[config.mk]
export PLATFORM = sky130hd
export DESIGN_NAME = mul_operand_prenorm
export DESIGN_NICKNAME = d
export VERILOG_FILES = /design/src/rtl/mul_pkg.sv /design/src/rtl/mul_lzc.sv /design/src/rtl/mul_operand_prenorm.sv
export SDC_FILE = /design/constraint.sdc
export NUM_CORES = 1
export LEC_CHECK = 0
export ABC_AREA = 1
export BUFFER_PORTS_ARGS = -buffer_cell sky130_fd_sc_hd__buf_2
export CAP_MARGIN = 5
export CORE_MARGIN = 10
export CORE_UTILIZATION = 30
export DETAILED_ROUTE_END_ITERATION = 10
export GPL_TIMING_DRIVEN = 0
export PLACE_DENSITY_LB_ADDON = 0.08
export SLEW_MARGIN = 40
export SYNTH_ARGS = -nofsm -noshare
export SYNTH_HDL_FRONTEND = slang
export SYNTH_HIERARCHICAL = 1
export SYNTH_SLANG_ARGS = --single-unit
export TNS_END_PERCENT = 5
[constraint.sdc]
create_clock -name clk -period 1.7 [get_ports clk]
set_input_delay 0.17 -clock clk [delete_from_list [all_inputs] [get_ports clk]]
set_output_delay 0.17 -clock clk [all_outputs]
set_load 0.05 [all_outputs]
[src/rtl/mul_pkg.sv]
// mul_pkg: shared classification types and exponent constants for the multiplier front end
package mul_pkg;
    localparam int EXPO_W_DEF = 8;
    localparam int MANT_W_DEF = 23;
    localparam int ZERO_D_DEF = 6;
    localparam int CLS_NAN  = 3;
    localparam int CLS_SNAN = 2;
    localparam int CLS_INF  = 1;
    localparam int CLS_ZERO = 0;
    typedef struct packed {
        logic nan;
        logic snan;
        logic inf;
        logic zero;
    } fp_cls_t;
    function automatic int expo_all1(input int ew);
        return (1 << ew) - 1;
    endfunction
    function automatic int expo_bias(input int ew);
        return (1 << (ew - 1)) - 1;
    endfunction
    localparam int EXPO_ALL1 = expo_all1(EXPO_W_DEF);
    localparam int EXPO_BIAS = expo_bias(EXPO_W_DEF);
endpackage

[src/rtl/mul_lzc.sv]
// mul_lzc: leading-zero count, returns W when the input is all zero
module mul_lzc #(
    parameter int W  = 24,
    parameter int ZW = 6
) (
    input  logic [W-1:0]  d,
    output logic [ZW-1:0] lz
);
    always_comb begin
        lz = ZW'(W);
        for (int k = 0; k < W; k++)
            if (d[k]) lz = ZW'(W - 1 - k);
    end
endmodule

[src/rtl/mul_operand_prenorm.sv]
// mul_operand_prenorm: unpack, classify and prenormalize two IEEE operands for the multiplier
module mul_operand_prenorm
    import mul_pkg::*;
#(
    parameter int EXPO_W = EXPO_W_DEF,
    parameter int MANT_W = MANT_W_DEF,
    parameter int ZERO_D = ZERO_D_DEF
) (
    input  logic                     clk,
    input  logic                     rst_n,
    input  logic                     in_valid,
    output logic                     in_ready,
    input  logic [EXPO_W+MANT_W:0]   opa,
    input  logic [EXPO_W+MANT_W:0]   opb,
    output logic                     out_valid,
    input  logic                     out_ready,
    output logic                     sign_o,
    output logic [EXPO_W+1:0]        expo_a_o,
    output logic [EXPO_W+1:0]        expo_b_o,
    output logic [MANT_W:0]          mant_a_o,
    output logic [MANT_W:0]          mant_b_o,
    output logic [3:0]               cls_a_o,
    output logic [3:0]               cls_b_o,
    output logic                     invalid_o
);
    localparam int OW = EXPO_W + MANT_W + 1;
    localparam int XW = EXPO_W + 2;
    localparam int MW = MANT_W + 1;
    localparam logic [EXPO_W-1:0] ALL1 = EXPO_W'(expo_all1(EXPO_W));
    logic              s1_v, s2_v, s1_adv, s1_ld;
    logic              s1_sign, s2_sign, s2_inv, inv_d;
    logic [OW-1:0]     op      [2];
    logic [EXPO_W-1:0] e_d     [2];
    logic [EXPO_W-1:0] s1_e    [2];
    logic [MANT_W-1:0] f_d     [2];
    logic [MANT_W-1:0] s1_f    [2];
    fp_cls_t           cls_d   [2];
    fp_cls_t           s1_cls  [2];
    fp_cls_t           s2_cls  [2];
    logic              sub_d   [2];
    logic              s1_sub  [2];
    logic [ZERO_D-1:0] lz_d    [2];
    logic [ZERO_D-1:0] s1_lz   [2];
    logic [XW-1:0]     expo_d  [2];
    logic [XW-1:0]     s2_expo [2];
    logic [MW-1:0]     mant_d  [2];
    logic [MW-1:0]     s2_mant [2];
    assign s1_adv   = !s2_v | out_ready;
    assign in_ready = !s1_v | s1_adv;
    assign s1_ld    = in_valid & in_ready;
    assign op[0]    = opa;
    assign op[1]    = opb;
    genvar i;
    for (i = 0; i < 2; i++) begin : g_op
        assign e_d[i]   = op[i][MANT_W +: EXPO_W];
        assign f_d[i]   = op[i][MANT_W-1:0];
        assign cls_d[i] = {(e_d[i] == ALL1) & (|f_d[i]),
                           (e_d[i] == ALL1) & (|f_d[i]) & !f_d[i][MANT_W-1],
                           (e_d[i] == ALL1) & !(|f_d[i]),
                           !(|e_d[i]) & !(|f_d[i])};
        assign sub_d[i] = !(|e_d[i]) & (|f_d[i]);
        mul_lzc #(.W(MW), .ZW(ZERO_D)) u_lzc (
            .d  ({1'b0, f_d[i]}),
            .lz (lz_d[i])
        );
        // subnormals are shifted up to an explicit leading 1 and the exponent is debited to match
        assign mant_d[i] = s1_cls[i].zero ? '0 :
                           s1_sub[i] ? MW'({1'b0, s1_f[i]} << s1_lz[i]) : {1'b1, s1_f[i]};
        assign expo_d[i] = s1_cls[i].zero ? '0 :
                           s1_sub[i] ? XW'(1) - XW'(s1_lz[i]) : XW'(s1_e[i]);
    end
    assign inv_d = s1_cls[0].snan | s1_cls[1].snan |
                   (s1_cls[0].inf & s1_cls[1].zero) | (s1_cls[0].zero & s1_cls[1].inf);
    always_ff @(posedge clk or negedge rst_n) begin
        if (!rst_n) begin
            s1_v    <= 1'b0;
            s2_v    <= 1'b0;
            s1_sign <= 1'b0;
            s2_sign <= 1'b0;
            s2_inv  <= 1'b0;
            for (int k = 0; k < 2; k++) begin
                s1_e[k]    <= '0;
                s1_f[k]    <= '0;
                s1_cls[k]  <= '0;
                s1_sub[k]  <= 1'b0;
                s1_lz[k]   <= '0;
                s2_cls[k]  <= '0;
                s2_expo[k] <= '0;
                s2_mant[k] <= '0;
            end
        end else begin
            if (in_ready) s1_v <= in_valid;
            if (s1_adv) s2_v <= s1_v;
            if (s1_ld) begin
                s1_sign <= opa[OW-1] ^ opb[OW-1];
                for (int k = 0; k < 2; k++) begin
                    s1_e[k]   <= e_d[k];
                    s1_f[k]   <= f_d[k];
                    s1_cls[k] <= cls_d[k];
                    s1_sub[k] <= sub_d[k];
                    s1_lz[k]  <= lz_d[k];
                end
            end
            if (s1_v & s1_adv) begin
                s2_sign <= s1_sign;
                s2_inv  <= inv_d;
                for (int k = 0; k < 2; k++) begin
                    s2_cls[k]  <= s1_cls[k];
                    s2_expo[k] <= expo_d[k];
                    s2_mant[k] <= mant_d[k];
                end
            end
        end
    end
    assign out_valid = s2_v;
    assign sign_o    = s2_sign;
    assign invalid_o = s2_inv;
    assign expo_a_o  = s2_expo[0];
    assign expo_b_o  = s2_expo[1];
    assign mant_a_o  = s2_mant[0];
    assign mant_b_o  = s2_mant[1];
    assign cls_a_o   = s2_cls[0];
    assign cls_b_o   = s2_cls[1];
endmodule
After elaboration in Yosys (flattened, before gate mapping)
Cells that the tools add are included.
- bits in registers: 165
- input bits: 68
- output and inout port bits: 80
- word-level logic and storage cells: 125
- add/sub/neg operators: 2
- equal/unequal tests: 2
- shift-type cells: 2
- mux-type cells: 54
- bitwise logic cells: 20
- reduce and logical (&&, ||, !) cells: 12
- operators by type and width (kind ; number):
    $mux W5 ; 30
    $mux W24 ; 4
    $mux W4 ; 16
    $shl A23 B6 Y24 ; 2
    $reduce_or A23 Y1 ; 2
    $mux W10 ; 4
    $eq A8 B8 Y1 const B ; 2
    $reduce_or A8 Y1 ; 2
    $and A1 B1 Y1 ; 14
    $sub A1 B6 Y7 const A ; 2
    $logic_not A1 Y1 ; 8
    $or A1 B1 Y1 ; 5
    $xor A1 B1 Y1 ; 1

Longest topological paths before layout
- depth after elaboration: 23
- mapped depth: 25
- depth with buffers taken out: 25

Modules after synthesis
The synthesis kept the hierarchy.
- by module, submodules not included (module ; instances ; cells an instance ; area an instance (sq um) ; sequential area each (sq um)):
    mul_operand_prenorm ; 1 ; 1318 ; 9395.3 ; 4078.9
    mul_lzc ; 2 ; 76 ; 325.3 ; 0.0

Worst setup path before layout
OpenSTA, ideal clock, no wires.
- path type: reg2reg
- from: register s2_v (netlist: out_valid)
- to: register s1_f[0] (netlist name)
- setup time: 0.126 ns
- arrival: 2.024 ns
- required time: 1.574 ns
- setup slack: -0.450 ns
- cell stages (with the launch flop): 6
- buffers on the path: 2
- clock period less this slack: 2.150 ns
- cells stage by stage: dfrtp_1 > nand3_1 > nand2_1 > buf_2 > buf_2 > o21ai_0
- word-level cells in the longest chain between the ends: 4
- RTL lines (item ; line ; RTL):
    from (decl) ; mul_operand_prenorm.sv:30 ; logic s1_v, s2_v, s1_adv, s1_ld;
    from (signal assigned) ; mul_operand_prenorm.sv:93 ; if (s1_adv) s2_v <= s1_v;
    $logic_not A1 Y1 ; mul_operand_prenorm.sv:48 ; assign s1_adv = !s2_v | out_ready;
    $or A1 B1 Y1 ; mul_operand_prenorm.sv:48 ;
    $or A1 B1 Y1 ; mul_operand_prenorm.sv:49 ; assign in_ready = !s1_v | s1_adv;
    named net in_ready ; mul_operand_prenorm.sv:12 ; output logic in_ready,
    $and A1 B1 Y1 ; mul_operand_prenorm.sv:50 ; assign s1_ld = in_valid & in_ready;
    to (signal, indexed assignment) ; mul_operand_prenorm.sv:98 ; s1_f[k] <= f_d[k];
    to (decl) ; mul_operand_prenorm.sv:36 ; logic [MANT_W-1:0] s1_f [2];
The timed path passes the listed nets, and every way through them passes these cells.
A chain may end at the register's enable or synchronous reset.

Worst setup path in the final report
- from: register s1_lz[7] (netlist name)
- to: register s2_mant (netlist bit mant_a_o[23])
- word-level cells in the longest chain between the ends: 3
- RTL lines (item ; line ; RTL):
    from (decl) ; mul_operand_prenorm.sv:43 ; logic [ZERO_D-1:0] s1_lz [2];
    from (signal, indexed assignment) ; mul_operand_prenorm.sv:101 ; s1_lz[k] <= lz_d[k];
    $shl A23 B6 Y24 ; mul_operand_prenorm.sv:68 ; s1_sub[i] ? MW'({1'b0, s1_f[i]} << s1_lz[i]) : {1'b1, s1_f[i]};
    $mux W24 ; mul_operand_prenorm.sv:68 ;
    $mux W24 ; mul_operand_prenorm.sv:67 ; assign mant_d[i] = s1_cls[i].zero ? '0 :
    to (signal, indexed assignment) ; mul_operand_prenorm.sv:110 ; s2_mant[k] <= mant_d[k];
    to (decl) ; mul_operand_prenorm.sv:47 ; logic [MW-1:0] s2_mant [2];
No other way between the ends.

==> results.sh <==
export IMPL_ys_seq_elements=163
export IMPL_hold_depth=3
export IMPL_most_common_layout_cells="573 x nand2_1, 164 x buf_2, 158 x dfrtp_1, 153 x nand3_1, 115 x inv_1"
export IMPL_crit_type="reg2reg"
export IMPL_h_tree_depth=4
export IMPL_routed_via_density=4.93
export IMPL_syn_cell_area_mm2=0.0100
export IMPL_die_area_mm2=0.0412
export IMPL_clock_latency_ns=0.43
export IMPL_antenna_found_initial=1
export IMPL_synth_top_area_cell="dfrtp_1"
export IMPL_r2r_cells=12
export IMPL_end_kind="flip-flop"
export IMPL_path_delay_family="simple AND/OR/NAND/NOR gates"
export IMPL_finalWirelength_mm=40.6
export IMPL_status="complete, but fails checks"
export IMPL_p_per_area_mw_per_mm2=1240
export IMPL_fin_area_mm2=0.0125
export IMPL_slowest_delay_ns=0.36
export IMPL_hold_viol=0
export IMPL_drive_above_1_share_pct=21.4
export IMPL_clk_pin_slew_ns=0.07
export IMPL_ys_types=46
export IMPL_p_leak_uw=0.00657
export IMPL_ios=148
export IMPL_chipWidth_um=203
export IMPL_cts_tree="built"
export IMPL_clockBufferDepth=2
export IMPL_crit_top_cell="nand2_1"
export IMPL_crit_chain="buf_4, inv_8, buf_8, nand3_1, nand3_1, nand2_1, nand2_1, nand2_1, nand3_1, nand2_1, nand2_1, nand2_1"
export IMPL_grt_pass1_vias=10200
export IMPL_met1_length_mm=21.2
export IMPL_io_buffers=147
export IMPL_critPathMaxFanout=10
export IMPL_grt_start_max_net_pins=70
export IMPL_row_count=66
export IMPL_synth_edf_count=0
export IMPL_ys_seq_area_share_pct=40.6
export IMPL_drt_iter0_drc=859
export IMPL_cp_start_kind="flip-flop"
export IMPL_setup_viol=5
export IMPL_synth_top_area_share_pct=40.6
export IMPL_die_h_um=203
export IMPL_fin_skew_ns=0.0111
export IMPL_final_antenna_net_count=0
export IMPL_dr_max_layer_used="met5"
export IMPL_slowest_stage="dfrtp_1"
export IMPL_fin_cells=2114
export IMPL_final_nets=1728
export IMPL_synthFlopType="dfrtp_1"
export IMPL_yosysWarnings=6
export IMPL_worst_pin_slew_ns=0.660
export IMPL_dpl_hpwl_mm=31.7
export IMPL_slew_headroom_pct=56.0
export IMPL_vias=10400
export IMPL_fin_ws_ns=-0.0380
export IMPL_max_freq_mhz=575
export IMPL_drt_pre_antenna_iters=5
export IMPL_avgSynthCellArea_um2=6.83
export IMPL_grt_first_pass_wirelength_mm=62.6
export IMPL_hold_path_class="in2reg"
export IMPL_finalCritPeriodShare_pct=102
export IMPL_critical_path_buf_inv_count=3
export IMPL_gr_total_overflow=0
export IMPL_area_growth_pct=24.9
export IMPL_postSynthCellCount=1470
export IMPL_cap_violations=0
export IMPL_synthTopCellsByArea="dfrtp_1 41%, nand2_1 22%, nand3_1 8.7%, o21ai_0 5.6%, inv_1 4.3%"
export IMPL_path_depth=12
export IMPL_cp_arrival_ns=2.06
export IMPL_rsz0062_at_grt="true"
export IMPL_numCtsBuffers=17
export IMPL_placed_cell_area_mm2=0.0114
export IMPL_wl_met3_mm=2.61
export IMPL_grt_usage_pct=19.4
export IMPL_post_drt_wl_per_cell_um=19.2
export IMPL_finalCriticalPeriod_ns=1.74
export IMPL_cts_sinks=163
export IMPL_synthArstFlopShare_pct=100
export IMPL_utilization_pct=38.3
export IMPL_violations="negative setup slack"
export IMPL_dp_cells=2066
export IMPL_routabilityCongestion=0.944
export IMPL_wl_met2_mm=16.1
export IMPL_coreArea_mm2=0.0328
export IMPL_required_ns=2.02
export IMPL_drc_errors=0
export IMPL_slew_violations=0
export IMPL_layout_commonest_cell="nand2_1"
export IMPL_vdd_drop_max_mv=0.725
export IMPL_start_util_pct=30.6
export IMPL_cts_root_buf="clkbuf_16"
## tightest hold or removal path, stage by stage
cell,delay (ns)
buf_2,0.13
nand2_1,0.06
nand2_1,0.05
## cells in the mapped netlist, drive strengths merged, types with 4 or more instances
cell type / count
clkbuf: 27
dfrtp: 163
nand4: 17
inv: 130
buf: 52
nand2: 606
nor3: 15
a32o: 4
nor4: 8
a21oi: 21
a22o: 6
o21ai: 135
nor2: 65
o31ai: 4
nand3: 186
## metal layers
metal	GRT usage, %	vias to the layer above
met3	3.84	40
met1	29.6	4879
li1	-	5127
met5	0	-
met2	27.1	374
met4	4.56	2
## logic make-up (layout without fill, tap and decap cells)
logic type | count (synthesis) | after routing | share of synthesized area (%)
multiplexers | 2 | 2 | 0.199
AO/OA/AOI/OAI | 187 | 187 | 10.4
other | 3 | 9 | 0.112
AND/OR/NAND/NOR | 899 | 899 | 38.1
XOR/XNOR | 4 | 4 | 0.349
adder cells (fa/ha/maj) | 2 | 2 | 0.249
flip-flops | 163 | 163 | 40.6
buffers and inverters | 210 | 406 | 9.93
## layout make-up
cell class,count,area (µm²)
fill,3622,20200
multi-input combinational,1102,5250
sequential,163,4090
timing repair buffer,164,968
tap,442,553
buffer,79,548
inverter,131,524
clock buffer,20,437
clock inverter,12,178
antenna,1,2.50
## sequential cells by signal (all words and copies together), names as in the netlist, 2 cells and up
register and count:
s1_f 46, mant_a_o 24, mant_b_o 24, s1_e 16
s1_lz 12, expo_a_o 9, expo_b_o 9, s1_cls 8
cls_a_o 4, cls_b_o 4, s1_sub 2
## path summary, 6_finish.rpt
check / end / start / slack, ns
max: mant_a_o[23] / s1_lz[7] / -0.04
min: s1_f[33] / opa[10] / 0.02
max reg2reg: mant_a_o[23] / s1_lz[7] / -0.04
min reg2reg: mant_a_o[18] / mant_a_o[18] / 0.47
max in group asynchronous: s1_lz[1] / rst_n / 0.83
min in group asynchronous: mant_b_o[13] / rst_n / 0.21
## report_power, final
| group | internal [µW] | switching (µW) |
|---|---|---|
| registers | 4610 | 668 |
| logic | 1600 | 4440 |
| clock network | 2470 | 1710 |
| total | 8690 | 6830 |
## metrics by stage
| step | setup slack [ns] | total power [µW] | hold WS (ns) | setup TNS [ns] |
|---|---|---|---|---|
| 6_report | -0.0380 | 15500 | 0.0157 | -0.129 |
| 5_1_grt | -0.134 | 16400 | 0.0223 | -2.24 |
| 4_1_cts | -0.0298 | 15400 | 0.00321 | -0.0416 |
| 3_5_place_dp | -0.337 | 11100 | 0.0488 | -16.51 |
| 3_3_place_gp | -2.67 | 11100 | 0.406 | -396.55 |
| 2_1_floorplan | 0.118 | 9160 | -0.126 | 0 |
## what timing repair did
action,in CTS,in global routing
buffers inserted,1,1
gates cloned,0,2
resized for setup,27,84
hold buffers,11,0
endpoints found under the setup margin,119,93
endpoints found under the hold margin,173,0
pin swaps,1,12
(Power assumes the default switching activity.)
